$ cat config.mk
export PLATFORM = sky130hd
export DESIGN_NAME = uart_rx_frame_ctrl
export DESIGN_NICKNAME = d
export VERILOG_FILES = /design/src/rtl/uart_rx_frame_ctrl.sv
export SDC_FILE = /design/constraint.sdc
export NUM_CORES = 1
export LEC_CHECK = 0
export CORE_MARGIN = 2
export CORE_UTILIZATION = 25
export CTS_BUF_LIST = sky130_fd_sc_hd__clkbuf_8
export DETAILED_ROUTE_END_ITERATION = 16
export GPL_ROUTABILITY_DRIVEN = 0
export HOLD_SLACK_MARGIN = 0.06
export PLACE_DENSITY = 0.46
export SETUP_SLACK_MARGIN = 0.15
export SYNTH_ARGS = -nofsm -noshare
export SYNTH_HDL_FRONTEND = slang
export SYNTH_SLANG_ARGS = --single-unit
$ cat constraint.sdc
create_clock -name CLK -period 2 [get_ports CLK]
set_input_delay 0.4 -clock CLK [delete_from_list [all_inputs] [get_ports CLK]]
set_output_delay 0.4 -clock CLK [all_outputs]
set_load 0.05 [all_outputs]
$ cat src/rtl/uart_rx_frame_ctrl.sv
// uart_rx_frame_ctrl: UART receive frame FSM with majority-vote sampling, parity/stop checks and strobed output word
//   CLK, RST (sync, active high); RX_IN serial line; Prescale 8/16/32; PAR_EN, PAR_TYP
//   bit_cnt/edge_cnt from the edge/bit counter, cnt_enable back to it
//   P_DATA + data_valid strobe; par_err, stp_err, strt_glitch strobes
//   UART_RX_ERR_CNT_EN adds err_cnt[7:0], a saturating count of error-strobe cycles
module uart_rx_frame_ctrl #(
  parameter int DATA_WIDTH = 8
) (
  input  logic                  CLK,
  input  logic                  RST,
  input  logic                  RX_IN,
  input  logic [5:0]            Prescale,
  input  logic                  PAR_EN,
  input  logic                  PAR_TYP,
  input  logic [7:0]            bit_cnt,
  input  logic [5:0]            edge_cnt,
  output logic                  cnt_enable,
  output logic [DATA_WIDTH-1:0] P_DATA,
  output logic                  data_valid,
  output logic                  par_err,
  output logic                  stp_err,
  output logic                  strt_glitch
`ifdef UART_RX_ERR_CNT_EN
  ,
  output logic [7:0]            err_cnt
`endif
);
  typedef enum logic [2:0] {IDLE, START, DATA, PARITY, STOP} state_t;
  state_t state;
  logic [DATA_WIDTH-1:0] shreg;
  logic s0, s1, s2, frame_bad;
  logic [5:0] h;
  logic smp, bit_end, smp_done;
  assign h          = {1'b0, Prescale[5:1]};
  assign smp        = (s0 & s1) | (s0 & s2) | (s1 & s2);
  assign bit_end    = edge_cnt == Prescale - 6'd1;
  assign smp_done   = edge_cnt == h + 6'd2;
  assign cnt_enable = state != IDLE;
  always_ff @(posedge CLK) begin
    if (RST) begin
      state       <= IDLE;
      shreg       <= '0;
      P_DATA      <= '0;
      {s0, s1, s2, frame_bad} <= '0;
      {data_valid, par_err, stp_err, strt_glitch} <= '0;
    end else begin
      {data_valid, par_err, stp_err, strt_glitch} <= '0;
      if (edge_cnt == h - 6'd1) s0 <= RX_IN;
      if (edge_cnt == h) s1 <= RX_IN;
      if (edge_cnt == h + 6'd1) s2 <= RX_IN;
      case (state)
        IDLE: if (!RX_IN) begin
          state     <= START;
          frame_bad <= 1'b0;
        end
        START: if (bit_end) begin
          state       <= smp ? IDLE : DATA;
          strt_glitch <= smp;
        end
        DATA: if (bit_end) begin
          shreg <= {smp, shreg[DATA_WIDTH-1:1]};
          if (bit_cnt == 8'(DATA_WIDTH)) state <= PAR_EN ? PARITY : STOP;
        end
        PARITY: if (bit_end) begin
          if (smp != (^shreg ^ PAR_TYP)) begin
            par_err   <= 1'b1;
            frame_bad <= 1'b1;
          end
          state <= STOP;
        end
        STOP: if (smp_done) begin
          stp_err <= !smp;
          if (smp && !frame_bad) begin
            P_DATA     <= shreg;
            data_valid <= 1'b1;
          end
          state <= IDLE;
        end
        default: state <= IDLE;
      endcase
    end
  end
`ifdef UART_RX_ERR_CNT_EN
  always_ff @(posedge CLK) begin
    if (RST) err_cnt <= '0;
    else if ((par_err | stp_err | strt_glitch) && err_cnt != 8'hFF) err_cnt <= err_cnt + 8'd1;
  end
`endif
endmodule

==> out/qor.txt, run 1 <==
STATUS
-------------------------------------------------------------------------------------
Result of the run                                                        finished clean

GLOBAL ROUTING
-------------------------------------------------------------------------------------
Number of antenna violations at the first check in global routing                   0
Via count of the first global-routing pass                                       1624
Grt met3 use                                                                    2.03%
Global-route wire length before repair                                        7660 um
Most utilized layer in the global route result                                   met2
Pin count of the biggest net entering global routing                               18
GRT overflow                                                                        0
Met1 routing resource usage after global routing                                16.2%
Global-route usage over all layers                                              12.2%
Met2 demand-to-capacity share in global routing                                 21.8%

RUN
-------------------------------------------------------------------------------------
Maxcap violations                                                                   0

CLOCKING
-------------------------------------------------------------------------------------
# clock sinks                                                                      27
CTS clock-pin slew for the worst setup and hold paths                          100 ps
Clock buffer count from CTS                                                         3
CTS tree                                                                          yes
Clk Latency, worst-skew pair                                                   270 ps
CTS root buffer                                                              clkbuf_8
Max H-tree Level                                                                    1
Number of buffers on the longest clock path                                         2

LAYOUT
-------------------------------------------------------------------------------------
Leading cell type in the layout, fill and taps excluded                         buf_4
Area overhead of the layout relative to synthesis                               55.8%
Number of standard cells in the final layout excluding fillers                    366
Layout filler cell count                                                          728
Share of final-layout standard cells stronger than drive strength 1             30.7%
Most frequent cells in the layout                                        buf_4 (40), dfxtp_1 (27), mux2i_1 (20)
Diode count                                                                         0
Post-layout utilization of the core                                             40.7%
Layout Nets                                                                       303

STA
-------------------------------------------------------------------------------------
Tcrit/Tclk final                                                                91.0%
Hold violation count in the final report                                            0
Fin crit period                                                               1820 ps
Slew HR                                                                         66.2%
Worst slew pin tran                                                            506 ps
Max-slew violation count                                                            0
Least setup slack across all paths after layout                                180 ps
RSZ-0062 raised after global routing                                              yes
Setup TNS after final layout                                                     0 ps
Maximum clock frequency                                                       549 MHz
Final number of setup-violating endpoints                                           0
Clock skew after layout                                                       7.91 ps

SETUP PATH
-------------------------------------------------------------------------------------
Critical path launch point type                                            input port
WS Path Type                                                             input port to flop
Worst EP required                                                             2180 ps
Type of destination of the critical path                                         flop
Peak fanout along the critical path                                                 4
Data arrival time of the worst path                                           2000 ps

DRT
-------------------------------------------------------------------------------------
Detailed-route via count                                                         1616
Final ANT Viol Nets                                                                 0
DRC errors left                                                                     0
Drt via density                                                                  4.42
Average wire per cell in the routed design                                    12.6 um
First-pass detailed-route iteration total                                           4
Total wirelength of the detailed-routed design                                4600 um
Iter 0 DRT Violations                                                              47

LOGIC SYNTHESIS
-------------------------------------------------------------------------------------
Multiplexer area fraction after synthesis                                       11.7%
Dominant combinational cell family by area after synthesis               simple AND/OR/NAND/NOR gates
Register bit total from synthesis                                                  27
Avg Inst Size Synth                                                         9.11 um^2
Adder and majority cell fraction of the synthesized area                        5.41%
Post-synthesis share of cell area spent on and, or, nand and nor gates          20.3%
Number of different library cells in the post-synthesis netlist                    44
Fraction of the yosys area taken by sequential cells                            30.0%
Synthesized net count                                                             230
Synthesized cell area                                                       1800 um^2
Share of the synthesized netlist area taken by xor and xnor gates               14.8%
Post-synthesis instance total                                                     198
Synth Area in Compound Gates                                                    13.6%
Synth Warn #                                                                        0

PLACEMENT
-------------------------------------------------------------------------------------
Number of buffers added on ports                                                   37
Count of placed standard cells including taps                                     355
DPL Wire Length                                                               3640 um
Worst Setup Slack post-DPL                                                    -696 ps

POWER
-------------------------------------------------------------------------------------
Worst IR Drop VDD                                                              338 uV
Pwr Density                                                               483 nW/um^2
Static leakage                                                                1.36 nW

MIN PATH
-------------------------------------------------------------------------------------
Path type of the worst min-delay path                                    flop to flop

FLOORPLAN
-------------------------------------------------------------------------------------
Die Width                                                                     89.0 um
Die height                                                                    89.0 um
Number of top-level pins                                                           38
DIE AREA                                                                    7910 um^2
Starting density of the core                                                    26.1%
Core region area                                                            6910 um^2
Count of standard-cell rows                                                        30

## critical path, cell delays in order
cell and delay, ps:
buf_12 90, inv_8 40, ha_4 150, a21boi_4 140, buf_4 140, xnor2_2 230
a2111oi_4 50, buf_4 160, a311o_2 350, a41o_1 240
## flip-flops by register name, summed over array words and instances, names as in the netlist
register	flops
P_DATA	8
shreg	8
state	3
data_valid	1
frame_bad	1
par_err	1
s0	1
s1	1
s2	1
stp_err	1
strt_glitch	1
## area by class of cell
type                    instances  area, um^2  share of cell area, %
multi-input cells             155        1360                   48.4
clock inverters                 1        8.76                  0.312
clock buffers                   3        41.3                   1.47
well taps                      96         120                   4.27
repair buffers                 78         703                   25.0
flip-flops and latches         27         541                   19.2
inverters                       6        35.0                   1.25
## report_power, final
part	switching [W]	leakage [nW]	internal, W
combinational	0.000238	1.12	0.000229
clock	0.000172	0.0261	0.000146
sequential	0.0000227	0.218	0.000549
total	0.000433	1.36	0.000924
## cells in the mapped netlist, drive strengths merged
master / number / area [um^2]
a311o: 1 / 11.3
nand2: 17 / 63.8
and4bb: 1 / 12.5
nor4b: 1 / 8.76
a21boi: 2 / 18.8
o21ba: 1 / 10.0
o21ai: 4 / 20.0
maj3: 1 / 10.0
mux2i: 21 / 210
nor2: 21 / 78.8
a21o: 2 / 15.0
o211a: 1 / 10.0
nor3b: 3 / 22.5
nand2b: 2 / 12.5
buf: 6 / 38.8
inv: 6 / 22.5
o211ai: 2 / 15.0
o2111a: 1 / 11.3
ha: 7 / 87.6
and3: 1 / 6.26
and4b: 1 / 10.0
nand4: 6 / 52.6
xnor2: 19 / 166
xnor3: 1 / 22.5
nor3: 4 / 20.0
clkbuf: 4 / 15.0
o31ai: 3 / 22.5
a21oi: 3 / 15.0
dfxtp: 27 / 541
a2111oi: 1 / 27.5
nand3: 5 / 25.0
xor2: 9 / 78.8
a221oi: 2 / 23.8
a41o: 3 / 30.0
o2111ai: 1 / 15.0
or3: 2 / 12.5
nor2b: 3 / 18.8
nand3b: 3 / 22.5
## worst paths after layout
path | to | cells past startpoint | slack (ps) | start
worst min-delay path | data_valid | 1 | 450 | frame_bad
worst max-delay path | state[0] | 10 | 180 | Prescale[2]
worst max register to register | P_DATA[0] | 6 | 270 | s0
worst min register to register | data_valid | 1 | 450 | frame_bad
## per-stage QoR
step / hold slack (ps) / total power (W) / instance area [um^2]
after floorplan: 412 / 0.000837 / 1850
after global placement: 453 / 0.00101 / 2540
after detailed placement: 438 / 0.00101 / 2540
after CTS: 456 / 0.00136 / 2700
after global routing: 495 / 0.00144 / 2810
final: 454 / 0.00136 / 2810
## per-layer routing
layer	up-vias	wire length [um]
met5	-	0
met4	0	0
met3	0	117
met2	23	2290
met1	756	2190
li1	837	-
## timing repair
item / CTS / global route
gates resized for setup: 45 / 29
buffers inserted: 4 / 3
gates cloned: 0 / 0
hold buffers: 0 / 0
endpoints found under the setup margin: 26 / 33
hold endpoints to repair: 0 / 0
pin swaps: 14 / 14
## cell families (layout without fill, tap and decap cells)
logic type | Yosys count | count (layout)
flip-flops | 27 | 27
buffers and inverters | 16 | 88
XOR/XNOR | 29 | 29
multiplexers | 21 | 21
AO/OA/AOI/OAI | 27 | 27
AND/OR/NAND/NOR | 70 | 70
adder cells (fa/ha/maj) | 8 | 8
Note: power is estimated with default switching activity, not from simulation.
==> run 2: changes to the inputs <==
- CORE_MARGIN: 2 -> unset
==> out/qor.txt, run 2 (synthesis results as in run 1) <==
STATUS
----------------------------------------------------------------------------------
Result of the run                                                     finished clean

SETUP PATH
----------------------------------------------------------------------------------
Worst reg2reg setup slack                                                   280 ps
Critical Path Slowest Stage Cell                                      clkdlybuf4s50_1
Capture point of the worst reg-to-reg path                               P_DATA[7]
Type of destination of the critical path                               output port
WS Path Type                                                          flop to output port
Peak fanout along the critical path                                              2
Worst EP required                                                          1600 ps
Data arrival time of the worst path                                        1410 ps
Depth of the worst register-to-register path                                     6
Cell family contributing the most delay on the critical path          buffers and inverters
RR Startpoint                                                                   s0
Slowest stage delay, CP                                                     800 ps
Critical path launch point type                                               flop
Cell chain of the critical path                                       clkdlybuf4s50_1
Worst path bufs/invs                                                             1

DRT
----------------------------------------------------------------------------------
Iter 0 DRT Violations                                                           70
Average wire per cell in the routed design                                 12.6 um
Detailed-route via count                                                      1590
First-pass detailed-route iteration total                                        4
DRC errors left                                                                  0
Final ANT Viol Nets                                                              0
Met2 routed wirelength                                                     2240 um
Top metal layer carrying routed signals                                       met4
Total wirelength of the detailed-routed design                             4580 um
DR WL met3                                                                  135 um
Drt via density                                                               4.39
Detailed-route wire length on metal 1                                      2140 um

STA
----------------------------------------------------------------------------------
Setup TNS after final layout                                                  0 ps
Final number of setup-violating endpoints                                        0
Least setup slack across all paths after layout                             191 ps
Slew HR                                                                      65.6%
Final hold slack                                                            461 ps
Worst slew pin tran                                                         514 ps
Maximum clock frequency                                                    553 MHz
Hold violation count in the final report                                         0
Max-slew violation count                                                         0
Clock skew after layout                                                    2.59 ps
Tcrit/Tclk final                                                             90.5%
Fin crit period                                                            1810 ps
RSZ-0062 raised after global routing                                           yes

LAYOUT
----------------------------------------------------------------------------------
Layout Nets                                                                    299
Largest regs                                                          P_DATA x8, shreg x8, state x3
Share of final-layout standard cells stronger than drive strength 1          27.8%
Leading cell type in the layout, fill and taps excluded                      buf_4
Most frequent cells in the layout                                     buf_4 (35), dfxtp_1 (27), mux2i_1 (21)
Diode count                                                                      0
Layout filler cell count                                                       696
Area overhead of the layout relative to synthesis                            51.3%

FLOORPLAN
----------------------------------------------------------------------------------
Die height                                                                 87.0 um
Starting density of the core                                                 26.3%
Number of top-level pins                                                        38
Count of standard-cell rows                                                     30
DIE AREA                                                                 7560 um^2
Die Width                                                                  87.0 um
Core region area                                                         6870 um^2

MIN PATH
----------------------------------------------------------------------------------
Endpoint of the worst hold path                                         data_valid
Number of cells traversed by the worst hold path                                 1
Path type of the worst min-delay path                                 flop to flop
Min-Delay Startpoint                                                     frame_bad

POWER
----------------------------------------------------------------------------------
Pwr Density                                                            489 nW/um^2
Static leakage                                                             1.28 nW
Worst IR Drop VDD                                                           340 uV

CLOCKING
----------------------------------------------------------------------------------
CTS clock-pin slew for the worst setup and hold paths                        90 ps
CTS root buffer                                                           clkbuf_8
# clock sinks                                                                   27
Clk Latency, worst-skew pair                                                270 ps
Max H-tree Level                                                                 1
CTS Hold Buffers Added                                                           0
Clock buffer count from CTS                                                      3
CTS tree                                                                       yes
Number of buffers on the longest clock path                                      2

PLACEMENT
----------------------------------------------------------------------------------
Number of buffers added on ports                                                37
DPL Wire Length                                                            3660 um
Worst Setup Slack post-DPL                                                 -611 ps

GLOBAL ROUTING
----------------------------------------------------------------------------------
GRT overflow                                                                     0
Global-route usage over all layers                                           12.5%
Number of antenna violations at the first check in global routing                0
Pin count of the biggest net entering global routing                            15
Via count of the first global-routing pass                                    1538
Global-route wire length before repair                                     7380 um

RUN
----------------------------------------------------------------------------------
Maxcap violations                                                                0

[run 2: cell types whose count changed in the layout (fill, tap and decap cells not counted), moves of 2 or more]
cell,delta
xnor2_1,+2
buf_4,-5
dlymetal6s2s_1,-3
inv_6,-2
clkdlybuf4s50_1,+4
inv_4,+2
xnor2_2,-2
[run 2: per-stage QoR]
step	util [%]	instances	area [um^2]	power [W]
final	39.7	362	2730	0.00134
after global routing	39.7	362	2730	0.00140
after CTS	38.9	361	2680	0.00133
after detailed placement	36.9	354	2540	0.00101
after global placement	36.9	354	2540	0.00101
after floorplan	-	198	1850	0.000837
[run 2: worst max-delay path by stage]
stage	start	to	cells past startpoint
final	P_DATA[5]	P_DATA[5]	1
after global routing	Prescale[2]	P_DATA[4]	10
after CTS	edge_cnt[0]	data_valid	6
after detailed placement	Prescale[2]	P_DATA[7]	9
after global placement	Prescale[2]	P_DATA[4]	9
after floorplan	Prescale[1]	shreg[0]	7
[run 2: final cells by class]
cell class / count / area [um^2] / share of cell area (%)
Clock inverter: 1 / 3.75 / 0.137
Sequential cell: 27 / 541 / 19.8
Inverter: 6 / 27.5 / 1.01
Timing Repair Buffer: 74 / 662 / 24.2
Tap cell: 96 / 120 / 4.40
Clock buffer: 3 / 41.3 / 1.51
Multi-Input combinational cell: 155 / 1340 / 48.9
[run 2: metal layers]
metal,track usage [%],vias to the layer above
li1,-,834
met1,15.8,730
met2,21.2,22
met3,2.46,4
met4,3.94,0
met5,0,-
[run 2: timing repair]
action / CTS / global route
setup buffers: 3 / 1
pin swaps: 14 / 14
endpoints found under the setup margin: 26 / 31
gates resized for setup: 40 / 19
[run 2: power breakdown]
group          leakage (nW)  internal (W)  switching (W)
Sequential            0.218      0.000549      0.0000235
Combinational          1.03      0.000218       0.000232
Clock                0.0269      0.000138       0.000175
==> run 3: changes to the inputs <==
- CAP_MARGIN: unset -> 20
- SKIP_LAST_GASP: unset -> 1
==> results of run 3 <==
The final DEF is identical to that of run 2; final timing and power are the same.
